$ cat config.mk
export PLATFORM = sky130hd
export DESIGN_NAME = plot_arbiter_flat
export DESIGN_NICKNAME = d
export VERILOG_FILES = /design/src/rtl/plot_arbiter_if.sv /design/src/rtl/plot_arbiter.sv /design/src/flat_wrapper.sv
export SDC_FILE = /design/constraint.sdc
export NUM_CORES = 1
export LEC_CHECK = 0
export BUFFER_PORTS_ARGS = -buffer_cell sky130_fd_sc_hd__buf_2
export CAP_MARGIN = 40
export CORE_ASPECT_RATIO = 1.5
export CORE_UTILIZATION = 35
export CTS_CLUSTER_SIZE = 40
export DETAILED_ROUTE_END_ITERATION = 12
export GPL_ROUTABILITY_DRIVEN = 0
export GPL_TIMING_DRIVEN = 0
export SLEW_MARGIN = 20
export SYNTH_ARGS = -nofsm -noshare
export SYNTH_HDL_FRONTEND = slang
export SYNTH_SLANG_ARGS = --single-unit
$ cat constraint.sdc
create_clock -name CLOCK_50 -period 3 [get_ports CLOCK_50]
set_clock_uncertainty 0.1 [all_clocks]
set_input_delay 0.15 -clock CLOCK_50 [delete_from_list [all_inputs] [get_ports CLOCK_50]]
set_output_delay 0.15 -clock CLOCK_50 [all_outputs]
set_load 0.01 [all_outputs]
$ cat src/rtl/plot_arbiter_if.sv
// Requester-side pixel bus and vga_adapter-side write port shared by plot_arbiter.
// Four requesters pack their coordinates side by side, requester i in slot i.
interface plot_arbiter_if;
  logic [3:0]  req;
  logic [3:0]  pix_valid;
  logic [3:0]  pix_last;
  logic [31:0] x_in;
  logic [27:0] y_in;
  logic [11:0] col_in;
  logic [3:0]  grant;
  logic        plot;
  logic [7:0]  x_out;
  logic [6:0]  y_out;
  logic [2:0]  colour_out;
  logic [7:0]  drop_count;
  logic        busy;

  modport master (
    output req, pix_valid, pix_last, x_in, y_in, col_in,
    input  grant, plot, x_out, y_out, colour_out, drop_count, busy
  );

  modport slave (
    input  req, pix_valid, pix_last, x_in, y_in, col_in,
    output grant, plot, x_out, y_out, colour_out, drop_count, busy
  );
endinterface

$ cat src/rtl/plot_arbiter.sv
// Round-robin arbiter sharing the single vga_adapter write port among four pixel requesters.
// Off-screen pixels are discarded and counted instead of being plotted.
//
// state | meaning
// IDLE  | no owner; pick the next requester round-robin after last_owner
// OWN   | owner holds the port; its pixels are accepted and forwarded
// GAP   | one dead cycle after release; last_owner is updated
module plot_arbiter #(
  parameter int NREQ    = 4,
  parameter int TIMEOUT = 255,
  parameter int XMAX    = 160,
  parameter int YMAX    = 120
) (
  input  logic CLOCK_50,
  input  logic resetn,
  plot_arbiter_if.slave bus
);

  typedef enum logic [1:0] {IDLE, OWN, GAP} state_t;

  localparam logic [8:0] XLIM   = XMAX[8:0];
  localparam logic [7:0] YLIM   = YMAX[7:0];
  localparam logic [7:0] TO_CNT = TIMEOUT[7:0];

  state_t     state_q, state_d;
  logic [1:0] owner_q, owner_d;
  logic [1:0] last_q, last_d;
  logic [3:0] grant_q, grant_d;
  logic [7:0] idle_q, idle_d;

  logic       plot_q;
  logic [7:0] x_q;
  logic [6:0] y_q;
  logic [2:0] col_q;
  logic [7:0] drop_q;

  logic [1:0] win, rr_idx;
  logic       win_found;

  logic [4:0] y_base;
  logic [3:0] c_base;
  logic [7:0] cur_x;
  logic [6:0] cur_y;
  logic [2:0] cur_c;
  logic       accept, on_screen;

  assign y_base    = 5'(owner_q) * 5'd7;
  assign c_base    = 4'(owner_q) * 4'd3;
  assign cur_x     = bus.x_in[{owner_q, 3'b000} +: 8];
  assign cur_y     = bus.y_in[y_base +: 7];
  assign cur_c     = bus.col_in[c_base +: 3];
  assign accept    = (state_q == OWN) && bus.pix_valid[owner_q];
  assign on_screen = ({1'b0, cur_x} < XLIM) && ({1'b0, cur_y} < YLIM);

  // Search starts one past the previous owner so every requester gets a turn.
  always_comb begin
    win       = last_q;
    win_found = 1'b0;
    rr_idx    = last_q;
    for (int k = 1; k <= NREQ; k++) begin
      rr_idx = last_q + 2'(k);
      if (!win_found && bus.req[rr_idx]) begin
        win       = rr_idx;
        win_found = 1'b1;
      end
    end
  end

  always_comb begin
    state_d = state_q;
    owner_d = owner_q;
    last_d  = last_q;
    grant_d = grant_q;
    idle_d  = idle_q;
    case (state_q)
      IDLE: begin
        grant_d = 4'b0000;
        if (win_found) begin
          owner_d = win;
          grant_d = 4'b0001 << win;
          idle_d  = 8'd0;
          state_d = OWN;
        end
      end
      OWN: begin
        idle_d = accept ? 8'd0 : idle_q + 8'd1;
        // A final pixel is still forwarded even when req drops with it.
        if ((accept && bus.pix_last[owner_q]) || !bus.req[owner_q] ||
            (!accept && idle_q == TO_CNT)) begin
          grant_d = 4'b0000;
          state_d = GAP;
        end
      end
      GAP: begin
        grant_d = 4'b0000;
        last_d  = owner_q;
        state_d = IDLE;
      end
      default: begin
        grant_d = 4'b0000;
        state_d = IDLE;
      end
    endcase
  end

  always_ff @(posedge CLOCK_50 or negedge resetn) begin
    if (!resetn) begin
      state_q <= IDLE;
      owner_q <= 2'd0;
      last_q  <= 2'd3;
      grant_q <= 4'b0000;
      idle_q  <= 8'd0;
    end else begin
      state_q <= state_d;
      owner_q <= owner_d;
      last_q  <= last_d;
      grant_q <= grant_d;
      idle_q  <= idle_d;
    end
  end

  always_ff @(posedge CLOCK_50 or negedge resetn) begin
    if (!resetn) begin
      plot_q <= 1'b0;
      x_q    <= 8'd0;
      y_q    <= 7'd0;
      col_q  <= 3'd0;
      drop_q <= 8'd0;
    end else begin
      plot_q <= accept && on_screen;
      if (accept && on_screen) begin
        x_q   <= cur_x;
        y_q   <= cur_y;
        col_q <= cur_c;
      end
      if (accept && !on_screen && drop_q != 8'hFF) begin
        drop_q <= drop_q + 8'd1;
      end
    end
  end

  assign bus.grant      = grant_q;
  assign bus.busy       = |grant_q;
  assign bus.plot       = plot_q;
  assign bus.x_out      = x_q;
  assign bus.y_out      = y_q;
  assign bus.colour_out = col_q;
  assign bus.drop_count = drop_q;

endmodule

$ cat src/flat_wrapper.sv
// flat-port wrapper written by rule: the top's interface ports become plain ports
module plot_arbiter_flat 
#(
  parameter int NREQ    = 4,
  parameter int TIMEOUT = 255,
  parameter int XMAX    = 160,
  parameter int YMAX    = 120
)
  (CLOCK_50, resetn, bus_req, bus_pix_valid, bus_pix_last, bus_x_in, bus_y_in, bus_col_in, bus_grant, bus_plot, bus_x_out, bus_y_out, bus_colour_out, bus_drop_count, bus_busy);
  plot_arbiter_if bus_i ();
  input  logic CLOCK_50;
  input  logic resetn;
  input wire logic [$bits(bus_i.req)-1:0] bus_req;
  input wire logic [$bits(bus_i.pix_valid)-1:0] bus_pix_valid;
  input wire logic [$bits(bus_i.pix_last)-1:0] bus_pix_last;
  input wire logic [$bits(bus_i.x_in)-1:0] bus_x_in;
  input wire logic [$bits(bus_i.y_in)-1:0] bus_y_in;
  input wire logic [$bits(bus_i.col_in)-1:0] bus_col_in;
  output wire logic [$bits(bus_i.grant)-1:0] bus_grant;
  output wire logic [$bits(bus_i.plot)-1:0] bus_plot;
  output wire logic [$bits(bus_i.x_out)-1:0] bus_x_out;
  output wire logic [$bits(bus_i.y_out)-1:0] bus_y_out;
  output wire logic [$bits(bus_i.colour_out)-1:0] bus_colour_out;
  output wire logic [$bits(bus_i.drop_count)-1:0] bus_drop_count;
  output wire logic [$bits(bus_i.busy)-1:0] bus_busy;
  assign bus_i.req = bus_req;
  assign bus_i.pix_valid = bus_pix_valid;
  assign bus_i.pix_last = bus_pix_last;
  assign bus_i.x_in = bus_x_in;
  assign bus_i.y_in = bus_y_in;
  assign bus_i.col_in = bus_col_in;
  assign bus_grant = bus_i.grant;
  assign bus_plot = bus_i.plot;
  assign bus_x_out = bus_i.x_out;
  assign bus_y_out = bus_i.y_out;
  assign bus_colour_out = bus_i.colour_out;
  assign bus_drop_count = bus_i.drop_count;
  assign bus_busy = bus_i.busy;
  plot_arbiter #(.NREQ(NREQ), .TIMEOUT(TIMEOUT), .XMAX(XMAX), .YMAX(YMAX)) u_core (.CLOCK_50(CLOCK_50), .resetn(resetn), .bus(bus_i));
endmodule
==> results of run 1 <==
[cells by family after synthesis]
kind of cell / synth area share (%)
compound gates: 7.79
xor+xnor: 2.76
fa+ha+maj: 0.987
buf+inv: 2.71
flops: 44.5
mux: 29.3
simple gates: 11.9
[layout by cell type, fill, tap and decap left out, drive strengths merged, types with 6 or more instances in the layout]
master    n
nand4     7
clkbuf    9
o21ai    14
mux2     21
nand2    11
dfrtp    43
buf     124
mux4     21
nand2b    8
xnor2     6
nor2      7
[layout make-up]
cell class,instances,share of cell area [%]
buffer,7,1.61
clock buffer,8,2.70
multi-input combinational,133,40.1
timing repair buffer,119,18.4
inverter,4,0.450
tap,78,2.92
sequential,45,33.8
[metal layers]
| metal | global-route usage [%] | share of wire [%] | vias up |
|---|---|---|---|
| li1 | - | - | 971 |
| met1 | 21.2 | 38 | 995 |
| met2 | 32.4 | 53 | 74 |
| met3 | 4.55 | 6.8 | 13 |
| met4 | 7.84 | 2.2 | 2 |
| met5 | 0 | 0.16 | - |
[per-stage QoR]
stage               cells  utilization (%)  instance area, um^2  setup slack, ns
floorplan             189                -                 2540            0.838
global placement      384             46.4                 3220            0.582
detailed placement    385             46.6                 3240            0.568
CTS                   394             48.1                 3340            0.557
global route          394             48.1                 3340            0.489
finish                394             48.1                 3340            0.595
[power groups by stage]
stage / Sequential [W] / Combinational, W / Clock, W
6_report: 0.00100 / 0.00155 / 0.000383
3_3_place_gp: 0.00101 / 0.00155 / 0
4_1_cts: 0.00101 / 0.00158 / 0.000398
2_1_floorplan: 0.00108 / 0.00103 / 0
5_1_grt: 0.00104 / 0.00170 / 0.000426
3_5_place_dp: 0.00102 / 0.00158 / 0
[worst max-delay path, cell delays in order, from the launching register on]
cell and delay [ns]:
dfrtp_1 0.34, buf_6 0.14, buf_8 0.17, mux4_2 0.55, nand4_2 0.18, nand4_4 0.25
buf_6 0.25, mux2_4 0.30
[flip-flops by register name (all words and copies together), names as in the netlist]
register,cells
u_core.bus.drop_count,8
u_core.bus.plot,1
u_core.owner_q,2
u_core.bus.y_out,7
u_core.last_q,2
u_core.bus.grant,4
u_core.bus.colour_out,3
u_core.idle_q,8
u_core.bus.x_out,8
u_core.state_q,2
[worst paths after layout]
| path | startpoint | end | slack, ns | cells after the start |
|---|---|---|---|---|
| worst max-delay path | u_core.owner_q[0] | u_core.bus.colour_out[1] | 0.59 | 7 |
| worst min register to register | u_core.bus.drop_count[6] | u_core.bus.drop_count[6] | 0.40 | 1 |
| worst min-delay path | bus_y_in[2] | u_core.bus.y_out[2] | 0.19 | 3 |
| worst max register to register | u_core.owner_q[0] | u_core.bus.colour_out[1] | 0.59 | 7 |
| min in group asynchronous | resetn | u_core.bus.x_out[1] | 0.20 | 2 |
| max in group asynchronous | resetn | u_core.last_q[0] | 2.04 | 3 |
[timing repair]
action                    in CTS  in global routing
hold buffers                   1                  0
hold endpoints to repair      15                  0
gates resized for setup        0                  0
buffers inserted               0                  0
==> flow_metrics.tcl, run 1 <==
set metrics [dict create \
    yosysTopAreaCell "dfrtp_1" \
    htreeDepth 2 \
    ant_nets 0 \
    drt_iter0_markers 68 \
    worst_skew_pair.late_latency_ns 0.30 \
    fillCellCount 671 \
    async_flop_share_pct 100 \
    synth_nets 277 \
    p_seq_share_pct 34.1 \
    cts_sinks 45 \
    grt_pass1_vias 2210 \
    p_sw_w 0.00108 \
    core_area_um2 6940 \
    cts_buffers 5 \
    crit_fanout 10 \
    leakage_nw 1.63 \
    power_density_nw_per_um2 880 \
    register_area_um2 1130 \
    worst_pin_slew_ns 0.732 \
    initial_core_util_pct 36.5 \
    finalSetupTns_ns 0 \
    synth_commonest_cells "dfrtp_1, mux4_2, mux2_2" \
    dr.pass1.iters 5 \
    p_clk_share_pct 13.0 \
    syn_area_um2 2540 \
    synth_top_area_share_pct 42.4 \
    path_class "flip-flop to flip-flop" \
    setup_viol 0 \
    antenna_found_initial 1 \
    final_nets 403 \
    max_slew_margin_pct 51.2 \
    n_antenna_cell 0 \
    hp-class "input port to flip-flop" \
    drcViolationCount 0 \
    vias 2055 \
    holdWs_ns 0.193 \
    synth_cells 189 \
    area_growth_pct 31.7 \
    die_x_um 71.5 \
    synth.most_common_cell "dfrtp_1" \
    rows 37 \
    crit_arrival_ns 2.49 \
    p_int_w 0.00186 \
    clockRootBuffer "clkbuf_8" \
    viasPerCell 5.22 \
    chipHeight_um 106 \
    status "finished clean" \
    grt_pass1_wl_mm 10.6 \
    yosysUniqueCellTypes 41 \
    wl_per_cell_um 16.1 \
    endpoint_kind "flip-flop" \
    combPwrFrac_pct 52.8 \
    layout-drive-gt1-share_pct 55.7 \
    fin_crit_sh_pct 80.2 \
    dp_hpwl_mm 5.20 \
    grt_start_max_net_pins 31 \
    timing.fmax_ghz 0.416 \
    swShare_pct 36.7 \
    ys_seq_area_share_pct 44.5 \
    yosys_warnings 0 \
    synth_area_leaders "dfrtp_1, mux4_2, mux2_4" \
    fin_crit_ns 2.41 \
    synth_edf_count 0 \
    peakVddDrop_mv 0.529 \
    synth_flop_cell "dfrtp_1" \
    clk_pin_slew_ns 0.08 \
    io_pins 118 \
    io_buffers 117 \
    critPathRequiredTime_ns 3.08 \
    ys_seq_elements 45 \
    grt_setup_unrepaired "false" \
    tritoncts "built" \
    overflow 0 \
    grt_usage_pct 18.5 \
    maxCapViolations 0 \
    dieArea_um2 7600 \
    finalPower_w 0.00294 \
    cp-start-kind "flip-flop" \
    slew_viol_final 0 \
    cts_buffer_depth 2 \
    hold_viol_final 0 \
    drt-total-wl_mm 6.36 \
    synth.avg_cell_area_um2 13.4 \
    multi_input_area_um2 1340 \
]
Power figures use the tool's default switching activity.
==> run 2: changes to the inputs <==
==> constraint.sdc (replaced) <==
create_clock -name CLOCK_50 -period 2.29 [get_ports CLOCK_50]
set_clock_uncertainty 0.1 [all_clocks]
set_input_delay 0.1145 -clock CLOCK_50 [delete_from_list [all_inputs] [get_ports CLOCK_50]]
set_output_delay 0.1145 -clock CLOCK_50 [all_outputs]
set_load 0.01 [all_outputs]
==> run 2 against run 1 <==
  * Sequential power grew 31%
  * Combinational power grew 37%
  * Power grew 34%
  * Highest routed layer unchanged
  * Largest power group unchanged
  * Worst hold slack lost 0.035 ns
  * Fmax grew 9.1%
  * Setup slack lost 0.51 ns
  * Die area is the same
  * Utilization grew 0.81 points
  * Sequential share of layout area shrank 0.56 points
  * Count of clock-buffer cells in the layout is the same
==> flow_metrics.tcl, run 2 (synthesis results as in run 1) <==
set metrics [dict create \
    grt_setup_unrepaired "false" \
    instances_no_fill 398 \
    path_delay_family "multiplexers" \
    final_common_cell "buf_2" \
    io_buffers 117 \
    n_antenna_cell 0 \
    die_x_um 71.5 \
    slowest_stage "mux4_2" \
    dieArea_um2 7600 \
    drt_iter0_markers 69 \
    htreeDepth 2 \
    multi_input_area_um2 1360 \
    hold_viol_final 0 \
    worst-path-stages 7 \
    worst-path-buf-inv 3 \
    worst_path_most_repeated_cell "buf_6" \
    maxCapViolations 0 \
    clockRootBuffer "clkbuf_8" \
    slowest_delay_ns 0.57 \
    max_slew_margin_pct 63.6 \
    crit_chain "buf_6, buf_8, mux4_2, o21ai_4, nand4_4, buf_6, mux2_4" \
    overflow 0 \
    peakVddDrop_mv 0.701 \
    fillCellCount 663 \
    cts_buffers 5 \
    viasPerCell 5.23 \
    place_worst_setup_slack_ns -0.142 \
    crit_arrival_ns 2.29 \
    mostFrequentLayoutCells "buf_2, dfrtp_1, mux4_2" \
    setup_viol 0 \
    leakage_nw 1.65 \
    critPathRequiredTime_ns 2.37 \
    holdWs_ns 0.157 \
    slew_viol_final 0 \
    cts_buffer_depth 2 \
    worst_skew_pair.late_latency_ns 0.29 \
    final_area_um2 3400 \
    path_class "flip-flop to flip-flop" \
    area_growth_pct 33.9 \
    register_area_um2 1130 \
    antenna_found_initial 1 \
    place_area_um2 3240 \
    io_pins 118 \
    cts_sinks 45 \
    drt-total-wl_mm 6.42 \
    grt_pass1_vias 2215 \
    hp-class "input port to flip-flop" \
    fin_crit_ns 2.20 \
    reg2reg_depth 7 \
    layout-drive-gt1-share_pct 57.2 \
    final_nets 407 \
    cp-start-kind "flip-flop" \
    core_area_um2 6940 \
    initial_core_util_pct 36.5 \
    dr.pass1.iters 4 \
    timing.fmax_ghz 0.454 \
    drcViolationCount 0 \
    rows 37 \
    vias 2080 \
    chipHeight_um 106 \
    wl_per_cell_um 16.1 \
    power_density_nw_per_um2 1160 \
    tritoncts "built" \
    crit_fanout 10 \
    dp_hpwl_mm 5.20 \
    status "finished clean" \
    worst_pin_slew_ns 0.547 \
    fin_crit_sh_pct 96.3 \
    fin_ws_ns 0.0852 \
    grt_pass1_wl_mm 10.7 \
    ant_nets 0 \
    grt_start_max_net_pins 31 \
    grt_usage_pct 18.6 \
    endpoint_kind "flip-flop" \
    placed_cells 385 \
    clk_pin_slew_ns 0.08 \
    holdPathStages 3 \
]
-- run 2: changes by cell type in the layout (fill, tap and decap cells not counted), sizes merged --
cell    before  now
clkbuf       9    8
buf        124  129
-- run 2: worst paths after layout --
| path | startpoint | to | slack, ns |
|---|---|---|---|
| worst min register to register | u_core.bus.drop_count[6] | u_core.bus.drop_count[6] | 0.40 |
| max in group asynchronous | resetn | u_core.last_q[0] | 1.36 |
| min in group asynchronous | resetn | u_core.bus.x_out[1] | 0.17 |
| worst max register to register | u_core.owner_q[0] | u_core.bus.colour_out[1] | 0.09 |
| worst min-delay path | bus_y_in[2] | u_core.bus.y_out[2] | 0.16 |
| worst max-delay path | u_core.owner_q[0] | u_core.bus.colour_out[1] | 0.09 |
-- run 2: final cells by class --
class,count,share of cell area (%)
Sequential cell,45,33.2
Buffer,7,1.73
Clock buffer,8,2.65
Timing Repair Buffer,123,19.0
Multi-Input combinational cell,133,40.1
Tap cell,78,2.87
Inverter,4,0.442
-- run 2: power by group --
part           switching, W  internal, W  leakage, nW
clock              0.000255     0.000246       0.0455
combinational      0.000985      0.00114         1.04
sequential         0.000209      0.00111        0.569
total               0.00145      0.00249         1.65
-- run 2: through the flow --
step	TNS [ns]	power, W	util, %
after floorplan	0	0.00276	-
after global placement	-1.27	0.00335	46.4
after detailed placement	-1.63	0.00340	46.6
after CTS	0	0.00398	48.7
after global routing	0	0.00423	48.9
final	0	0.00394	48.9
-- run 2: worst reg2reg max path, stage by stage (launching register included) --
cell and delay [ns]:
dfrtp_1 0.34, buf_6 0.14, buf_8 0.17, mux4_2 0.57
o21ai_4 0.12, nand4_4 0.15, buf_6 0.19, mux2_4 0.30
-- run 2: metal layers --
layer | routed length [um] | up-vias | global-route usage [%]
met4 | 142 | 2 | 7.84
li1 | - | 978 | -
met2 | 3440 | 74 | 32.9
met5 | 10 | - | 0
met1 | 2460 | 1013 | 21.0
met3 | 369 | 13 | 4.64
-- run 2: timing repair --
action / 4_1_cts / 5_1_grt
buffers inserted: 3 / 1
setup endpoints to repair: 22 / 19
gates cloned: 0 / 0
resized for setup: 4 / 4
hold buffers: 1 / 0
pin swaps: 2 / 1
hold endpoints to repair: 43 / 0
==> run 3: changes to the inputs <==
--- a/config.mk
+++ b/config.mk
@@ -13,6 +13,7 @@
 export DETAILED_ROUTE_END_ITERATION = 12
 export GPL_ROUTABILITY_DRIVEN = 0
 export GPL_TIMING_DRIVEN = 0
+export MAX_ROUTING_LAYER = met4
 export SLEW_MARGIN = 20
 export SYNTH_ARGS = -nofsm -noshare
 export SYNTH_HDL_FRONTEND = slang
==> run 3 against run 2 <==
  * Sequential power about the same
  * Design area about the same
  * Worst hold slack about the same
  * Combinational power about the same
  * Clock power about the same
  * Via count decreased by 0.34%
  * Count of clock-buffer cells in the layout unchanged
  * Setup slack improved by 0.0012 ns
  * Flip-flop and latch count unchanged
  * Power about the same
==> flow_metrics.tcl, run 3 (synthesis results as in run 1) <==
set metrics [dict create \
    register_area_um2 1130 \
    grtUsageMet3_pct 4.27 \
    chipHeight_um 106 \
    dr.pass1.iters 4 \
    timing.fmax_ghz 0.454 \
    grt_pass1_wl_mm 10.6 \
    wl_per_cell_um 16.1 \
    power_density_nw_per_um2 1160 \
    peakVddDrop_mv 0.701 \
    path_delay_family "multiplexers" \
    final_nets 407 \
    multi_input_area_um2 1360 \
    overflow 0 \
    setup_viol 0 \
    io_buffers 117 \
    startpoint "u_core.owner_q[0]" \
    die_x_um 71.5 \
    max_slew_margin_pct 63.9 \
    crit_arrival_ns 2.29 \
    leakage_nw 1.65 \
    antenna_found_initial 1 \
    mostFrequentLayoutCells "buf_2, dfrtp_1, mux4_2" \
    slowest_delay_ns 0.57 \
    tritoncts "built" \
    cts_buffers 5 \
    cts_sinks 45 \
    instances_no_fill 399 \
    critPathRequiredTime_ns 2.37 \
    rows 37 \
    clockRootBuffer "clkbuf_8" \
    dp_hpwl_mm 5.20 \
    hold_viol_final 0 \
    cp-start-kind "flip-flop" \
    drt_iter0_markers 76 \
    final_area_um2 3400 \
    status "finished clean" \
    core_area_um2 6940 \
    crit_chain "buf_6, buf_8, mux4_2, o21ai_4, nand4_4, buf_6, mux2_4" \
    path_class "flip-flop to flip-flop" \
    grt.busiest_layer "met2" \
    endpoint_kind "flip-flop" \
    grt_setup_unrepaired "false" \
    htreeDepth 2 \
    worst_skew_pair.late_latency_ns 0.30 \
    fillCellCount 663 \
    finalSetupTns_ns 0 \
    vias 2073 \
    io_pins 118 \
    place_area_um2 3240 \
    slew_viol_final 0 \
    grt_start_max_net_pins 31 \
    worst_pin_slew_ns 0.541 \
    ant_nets 0 \
    viasPerCell 5.20 \
    drt-total-wl_mm 6.42 \
    cts_buffer_depth 2 \
    dieArea_um2 7600 \
    initial_core_util_pct 36.5 \
    fin_crit_sh_pct 96.2 \
    layout-drive-gt1-share_pct 57.2 \
    grt_usage_pct 19.2 \
    worst_path_most_repeated_cell "buf_6" \
    hp-class "input port to flip-flop" \
    slowest_stage "mux4_2" \
    min_from "bus_y_in[2]" \
    grt_use_met1_pct 21.4 \
    worst-path-buf-inv 3 \
    drcViolationCount 0 \
    area_growth_pct 34.0 \
    maxCapViolations 0 \
    r2r_start "u_core.owner_q[0]" \
    grt_pass1_vias 2216 \
    clk_pin_slew_ns 0.08 \
    crit_fanout 10 \
    fin_crit_ns 2.20 \
    placed_cells 385 \
    post-route-util_pct 48.9 \
    final_common_cell "buf_2" \
    use_met2_pct 32.9 \
]
-- run 3: power breakdown --
part           switching, W  internal (W)  total [W]
clock              0.000255      0.000246   0.000502
combinational      0.000984       0.00114    0.00212
sequential         0.000209       0.00111    0.00131
total               0.00145       0.00249    0.00394
-- run 3: routing by layer --
metal / wire length (um) / vias to the layer above
met5: 0 / -
met4: 140 / 0
met3: 381 / 12
met2: 3450 / 78
met1: 2440 / 1002
li1: - / 981
-- run 3: final timing paths --
kind	slack (ns)	endpoint	depth (start not counted)
setup / recovery	0.09	u_core.bus.colour_out[1]	7
hold / removal	0.16	u_core.bus.y_out[2]	3
setup reg to reg	0.09	u_core.bus.colour_out[1]	7
hold reg to reg	0.40	u_core.bus.drop_count[6]	1
max in group asynchronous	1.36	u_core.last_q[0]	3
min in group asynchronous	0.17	u_core.bus.x_out[1]	2
-- run 3: area by class of cell --
class                           instances  share of cell area [%]
Multi-Input combinational cell        133                    40.0
Inverter                                4                   0.442
Buffer                                  7                    1.73
Clock buffer                            8                    2.65
Antenna cell                            1                  0.0736
Sequential cell                        45                    33.2
Timing Repair Buffer                  123                    19.0
Tap cell                               78                    2.87
-- run 3: timing repair --
action                                 4_1_cts  5_1_grt
setup buffers                                3        1
gates resized for setup                      4        4
endpoints found under the hold margin       43        0
setup endpoints to repair                   22       19
pin swaps                                    2        1
hold buffers                                 1        0
-- run 3: worst reg2reg max path: stages, from the launching register on --
cell and delay (ns):
dfrtp_1 0.34, buf_6 0.14, buf_8 0.17, mux4_2 0.57
o21ai_4 0.12, nand4_4 0.16, buf_6 0.19, mux2_4 0.30
-- run 3: through the flow --
step | worst slack [ns] | total power, W | hold slack [ns]
3_5_place_dp | -0.142 | 0.00340 | -0.0426
5_1_grt | 0.00117 | 0.00423 | 0.157
3_3_place_gp | -0.128 | 0.00335 | 0.243
2_1_floorplan | 0.128 | 0.00276 | -0.281
6_report | 0.0864 | 0.00394 | 0.157
4_1_cts | 0.0226 | 0.00398 | 0.155
